`config.mk`:
```
export PLATFORM = sky130hd
export DESIGN_NAME = dm_arbiter
export DESIGN_NICKNAME = d
export VERILOG_FILES = /design/src/rtl/dm_arbiter.sv
export SDC_FILE = /design/constraint.sdc
export NUM_CORES = 1
export LEC_CHECK = 0
export CAP_MARGIN = 40
export CORE_MARGIN = 5
export CORE_UTILIZATION = 30
export DETAILED_ROUTE_END_ITERATION = 16
export PLACE_DENSITY = 0.71
export SETUP_SLACK_MARGIN = 0.4
export SYNTH_ARGS = -nofsm -noshare
export SYNTH_HDL_FRONTEND = slang
export SYNTH_SLANG_ARGS = --single-unit
```
`constraint.sdc`:
```
create_clock -name clk -period 4.1 [get_ports clk]
set_input_delay 0.82 -clock clk [delete_from_list [all_inputs] [get_ports clk]]
set_output_delay 0.82 -clock clk [all_outputs]
set_load 0.1 [all_outputs]
```
`src/rtl/dm_arbiter.sv`:
```
// dm_arbiter: shares one single-port synchronous data RAM between the CPU
// M-stage port (port 0) and an auxiliary master (port 1). Each access runs
// IDLE -> ACC -> RESP (legal) or IDLE -> RESP (misaligned/out of range).
// Define DM_ARB_CPU_PRIORITY_EN for fixed priority to port 0; otherwise
// contending requests are served round-robin.
module dm_arbiter #(
  parameter int ADDR_W = 12
) (
  input  logic              clk,
  input  logic              reset,
  input  logic              p0_req,
  input  logic [2:0]        p0_op,
  input  logic [31:0]       p0_addr,
  input  logic [31:0]       p0_wdata,
  output logic              p0_ack,
  output logic              p0_err,
  output logic [31:0]       p0_rdata,
  input  logic              p1_req,
  input  logic [2:0]        p1_op,
  input  logic [31:0]       p1_addr,
  input  logic [31:0]       p1_wdata,
  output logic              p1_ack,
  output logic              p1_err,
  output logic [31:0]       p1_rdata,
  output logic              mem_en,
  output logic [3:0]        mem_be,
  output logic [ADDR_W-1:0] mem_addr,
  output logic [31:0]       mem_wdata,
  input  logic [31:0]       mem_rdata
);

  localparam logic [2:0] OP_LW  = 3'b000;
  localparam logic [2:0] OP_LH  = 3'b001;
  localparam logic [2:0] OP_LHU = 3'b010;
  localparam logic [2:0] OP_LB  = 3'b011;
  localparam logic [2:0] OP_LBU = 3'b100;
  localparam logic [2:0] OP_SW  = 3'b101;
  localparam logic [2:0] OP_SH  = 3'b110;
  localparam logic [2:0] OP_SB  = 3'b111;

  typedef enum logic [1:0] {IDLE, ACC, RESP} state_t;

  state_t               state, state_nx;
  logic                 owner;
  logic [2:0]           op_q;
  logic [ADDR_W+1:0]    addr_q;
  logic [31:0]          wdata_q;
  logic                 err_q;

  logic                 win;
  logic [2:0]           sel_op;
  logic [31:0]          sel_addr;
  logic [31:0]          sel_wdata;
  logic                 sel_bad;
  logic [31:0]          resp_data;

  function automatic logic is_illegal(input logic [2:0] op, input logic [31:0] a);
    logic bad;
    bad = ((a >> (ADDR_W + 2)) != 32'd0);
    case (op)
      OP_LW, OP_SW:         bad = bad | (a[1:0] != 2'b00);
      OP_LH, OP_LHU, OP_SH: bad = bad | a[0];
      default:              bad = bad;
    endcase
    return bad;
  endfunction

  function automatic logic [3:0] byte_en(input logic [2:0] op, input logic [1:0] a);
    case (op)
      OP_SW:   return 4'b1111;
      OP_SH:   return a[1] ? 4'b1100 : 4'b0011;
      OP_SB:   return 4'b0001 << a;
      default: return 4'b0000;
    endcase
  endfunction

  function automatic logic [31:0] lane_data(input logic [2:0] op, input logic [31:0] w);
    case (op)
      OP_SW:   return w;
      OP_SH:   return {2{w[15:0]}};
      OP_SB:   return {4{w[7:0]}};
      default: return 32'd0;
    endcase
  endfunction

  function automatic logic [31:0] load_ext(input logic [2:0] op, input logic [1:0] a,
                                           input logic [31:0] w);
    logic [7:0]  b;
    logic [15:0] h;
    case (a)
      2'd0:    b = w[7:0];
      2'd1:    b = w[15:8];
      2'd2:    b = w[23:16];
      default: b = w[31:24];
    endcase
    h = a[1] ? w[31:16] : w[15:0];
    case (op)
      OP_LW:   return w;
      OP_LH:   return {{16{h[15]}}, h};
      OP_LHU:  return {16'd0, h};
      OP_LB:   return {{24{b[7]}}, b};
      OP_LBU:  return {24'd0, b};
      default: return 32'd0;
    endcase
  endfunction

`ifdef DM_ARB_CPU_PRIORITY_EN
  // Fixed priority: port 0 wins whenever it requests.
  always_comb begin
    win = ~p0_req;
  end
`else
  logic rr;

  // Round-robin: on contention the pointer decides, otherwise the lone requester wins.
  always_comb begin
    win = (p0_req && p1_req) ? rr : p1_req;
  end

  // Pointer names the port that wins the next contention; it flips on every grant.
  always_ff @(posedge clk or posedge reset) begin
    if (reset)
      rr <= 1'b0;
    else if (state == IDLE && (p0_req || p1_req))
      rr <= ~win;
  end
`endif

  // Winner's request fields and their legality.
  always_comb begin
    sel_op    = win ? p1_op    : p0_op;
    sel_addr  = win ? p1_addr  : p0_addr;
    sel_wdata = win ? p1_wdata : p0_wdata;
    sel_bad   = is_illegal(sel_op, sel_addr);
  end

  // FSM state register.
  always_ff @(posedge clk or posedge reset) begin
    if (reset)
      state <= IDLE;
    else
      state <= state_nx;
  end

  // Latch the granted request so the requester's inputs need not be used after grant.
  always_ff @(posedge clk or posedge reset) begin
    if (reset) begin
      owner   <= 1'b0;
      op_q    <= 3'd0;
      addr_q  <= '0;
      wdata_q <= 32'd0;
      err_q   <= 1'b0;
    end else if (state == IDLE && (p0_req || p1_req)) begin
      owner   <= win;
      op_q    <= sel_op;
      addr_q  <= sel_addr[ADDR_W+1:0];
      wdata_q <= sel_wdata;
      err_q   <= sel_bad;
    end
  end

  // Next state plus all outputs; everything is 0 outside its own state.
  always_comb begin
    state_nx  = state;
    mem_en    = 1'b0;
    mem_be    = 4'b0000;
    mem_addr  = '0;
    mem_wdata = 32'd0;
    p0_ack    = 1'b0;
    p0_err    = 1'b0;
    p0_rdata  = 32'd0;
    p1_ack    = 1'b0;
    p1_err    = 1'b0;
    p1_rdata  = 32'd0;
    resp_data = err_q ? 32'd0 : load_ext(op_q, addr_q[1:0], mem_rdata);
    case (state)
      IDLE: begin
        if (p0_req || p1_req)
          state_nx = sel_bad ? RESP : ACC;
      end
      ACC: begin
        mem_en    = 1'b1;
        mem_be    = byte_en(op_q, addr_q[1:0]);
        mem_addr  = addr_q[ADDR_W+1:2];
        mem_wdata = lane_data(op_q, wdata_q);
        state_nx  = RESP;
      end
      RESP: begin
        if (owner) begin
          p1_ack   = 1'b1;
          p1_err   = err_q;
          p1_rdata = resp_data;
        end else begin
          p0_ack   = 1'b1;
          p0_err   = err_q;
          p0_rdata = resp_data;
        end
        state_nx = IDLE;
      end
      default: state_nx = IDLE;
    endcase
  end

endmodule
```
==> summary.md <==
| Metric | Value |
|---|---|
| Status | `complete, no violations` |
| Initial antenna violation count | `1` |
| Post-DRT Antenna Nets | `0` |
| Switching Share | `between 30% and 40%` |
| Crit. Startpoint | `mem_rdata[23]` |
| Num CTS Buffers | `5` |
| Clock latency on the worst-skew pair | `0.29 ns` |
| Slew margin rel. | `32.6%` |
| Count leader, synth | `nand2_1` |
| Number of I/O pins | `around 290` |
| Ys async rst share | `100%` |
| Via count | `about 5200` |
| Slowest CP cell | `clkdlybuf4s50_1` |
| Clk sinks | `54` |
| Clock-pin slew on the worst setup and hold paths | `around 0.070 ns` |
| Clock power share | `between 20% and 30%` |
| Global-route wire length before repair | `29.9 mm` |
| Port bufs | `~290` |
| CP peak stage delay | `between 0.5 and 0.6 ns` |
| Synth Warn # | `0` |
| Max-cap violations | `0` |
| Placer congestion estimate | `a little under 0.9` |
| Synth top area share | `32.9%` |
| Arrival time worst endpoint | `about 2.9 ns` |
| Worst endpoint required time | `3.28 ns` |
| Fin util | `between 60 and 70%` |
| Worst Setup End Kind | `output pin` |
| Leakage | `~3.4 nW` |
| Power share of the sequential group | `a little under two fifths` |
| Max Clk Rate | `approximately 0.27 GHz` |
| Most area-consuming cells after synthesis | `dfrtp_1 33%, nand2_1 12%, a22oi_1 9.5%` |
| Core Region | `13300 sq um` |
| Die area | `roughly 16000 sq um` |
| Number of global-route vias before repair | `around 5300` |
| Yosys top cell by area | `dfrtp_1` |
| Post-synth top flop | `dfrtp_1` |
| Pint | `0.00128 W` |
| Setup WS pre-CTS | `0.369 ns` |
| DR iter-0 viols | `410` |
| Drt pass-1 iters | `5` |
| Routed vias/inst | `5.26` |
| Final hold violation count | `0` |
| Worst-path cell chain | `clkdlybuf4s50_1 -> mux4_2 -> inv_1 -> a2111o_1 -> buf_6 -> a21oi_1 -> buf_12` |
| EDFF count, synth | `0` |
| Aggregate routed wire length | `just under 20 mm` |
| Final Critical Period | `about 3.7 ns` |
| # rows | `between 40 and 50` |
| Area growth syn-to-layout | `101%` |
| Syn Inst Count | `546` |
| Layout net count | `979` |
| Number of synthesized register bits | `54` |
| Diodes inserted | `0` |
| Final worst-path cycle share | `roughly 90%` |
| Die Span Y | `127 um` |
| Share of layout cells above drive strength 1 | `between 20 and 25%` |
| Setup CP Type | `input port to output pin` |
| # setup viols final | `0` |
| DRC errors left | `0` |
| Setup Skew | `about 0.0043 ns` |
| Pwr Density | `248 nW/um^2` |
| Overflow after GRT | `0` |
| HPWL after DPL | `around 16 mm` |
| Net Count, Synth | `slightly above 700` |
| Post-synth top cells | `134 x nand2_1, 54 x dfrtp_1, 52 x a22oi_1, 49 x nor2_1, 46 x a21oi_1` |
| RSZ-0062 raised after global routing | `true` |
| Sequential share of the synthesized area | `between 30% and 40%` |
| GR Util All Layers | `23.1%` |
| Maximum vdd ir drop | `0.000174 V` |
| Actual slew at the worst max-slew pin | `1.01 ns` |
| CTS root buf | `clkbuf_16` |
| Setup crit start kind | `input port` |
| H-tree levels | `2` |
| Hold crit path type | `flip-flop to flip-flop` |
| TritonCTS clock tree | `yes` |
| Max Slew Vio Count | `0` |
| Hold_sp | `rr` |
| Post-Syn Area | `slightly above 4000 sq um` |
| Reg2Reg Launch Point | `state[1]` |
| Worst setup margin | `approximately 0.42 ns` |
| Drt wl/cell | `19.8 um` |
| Switch Pwr | `a little under 0.0008 W` |
| Mapped Avg Cell Area | `approximately 7.5 sq um` |
| Starting density of the core | `slightly above 30%` |
| Yosys cell types | `44` |
| Clock Path Buffers | `2` |
| Largest net degree at the start of global routing | `43` |
| Die Width | `127 um` |
| Comb power frac | `between 40% and 50%` |
| Worst-path fanout max | `32` |
## cells in the final DEF (no fill, tap or decap), types with 3 or more instances in the layout
cell type        Yosys  layout
a21oi_1             46      21
nor2b_2              0       7
nor2_1              49      48
a21oi_4              0       4
and3_1               3       3
clkinvlp_4           0       3
mux4_2               8       8
o21ai_0             25      24
or4_1                4       4
nor4_1               5       5
and2_1              21      21
buf_4                0      38
dfrtp_1             54      54
o22ai_1              9       9
mux2_2               9       9
nor2b_1             20      12
a22o_1               9       9
buf_12               0      91
a22oi_1             52      52
a21oi_2              0      21
a21o_1               4       4
nand2_1            134     134
clkbuf_16            0       5
mux2i_1             12      12
inv_1               14      12
clkdlybuf4s50_1      0     169
## routing by layer
layer  global-route usage, %  part of all wire, %
met5                       0                 0.10
met4                    6.88                  2.7
met3                    4.22                  6.5
met2                    41.9                   51
met1                    27.8                   39
## path summary, 6_finish.rpt
path	endpoint	slack (ns)	cells after the start
max	p1_rdata[16]	0.42	7
min	rr	0.48	1
max reg2reg	wdata_q[20]	1.92	5
min reg2reg	rr	0.48	1
max in group asynchronous	wdata_q[10]	2.30	3
min in group asynchronous	rr	1.02	2
## through the flow
step | instance area (sq um) | power [W] | hold WS [ns] | instances | setup TNS [ns]
floorplan | 4220 | 0.00127 | 0.444 | 546 | -0.642
global placement | 8080 | 0.00160 | 0.462 | 978 | 0
detailed placement | 8080 | 0.00162 | 0.474 | 978 | 0
CTS | 8230 | 0.00205 | 0.490 | 985 | 0
global route | 8260 | 0.00218 | 0.526 | 985 | 0
finish | 8260 | 0.00205 | 0.483 | 985 | 0
## state kept, by name (all words and copies together) (netlist names)
register / cells
op_q: 3
owner: 1
err_q: 1
wdata_q: 32
state: 2
rr: 1
addr_q: 14
## area by class of cell
type / instances / area (sq um)
Clock inverter: 2 / 15.0
Timing Repair Buffer: 299 / 3810
Inverter: 15 / 60.1
Fill cell: 1125 / 5090
Tap cell: 176 / 220
Multi-Input combinational cell: 434 / 2680
Clock buffer: 5 / 125
Sequential cell: 54 / 1350
## timing repair
item | 4_1_cts | 5_1_grt
buffers inserted | 0 | 0
resized for setup | 1 | 9
hold buffers | 0 | 0
gates cloned | 0 | 0
endpoints found under the setup margin | 4 | 27
## power by group through the flow
stage / clock, W / sequential, W / combinational (W)
floorplan: 0 / 0.000707 / 0.000567
global placement: 0 / 0.000765 / 0.000832
detailed placement: 0 / 0.000771 / 0.000853
CTS: 0.000428 / 0.000762 / 0.000857
global route: 0.000448 / 0.000784 / 0.000944
finish: 0.000417 / 0.000765 / 0.000865
## critical path, delay by kind of cell
family / cells / cell delay [ns]
buf+inv: 4 / 1.05
compound gates: 2 / 0.73
mux: 1 / 0.27
## cells by family (layout without fill, tap and decap cells)
kind of cell | Yosys count | after routing | share of synthesized area, %
XOR/XNOR | 1 | 1 | 0.213
flip-flops | 54 | 54 | 32.9
AND/OR/NAND/NOR | 247 | 247 | 26.7
multiplexers | 29 | 29 | 9.77
buffers and inverters | 58 | 321 | 5.76
AO/OA/AOI/OAI | 157 | 157 | 24.6
Power figures use the tool's default switching activity.
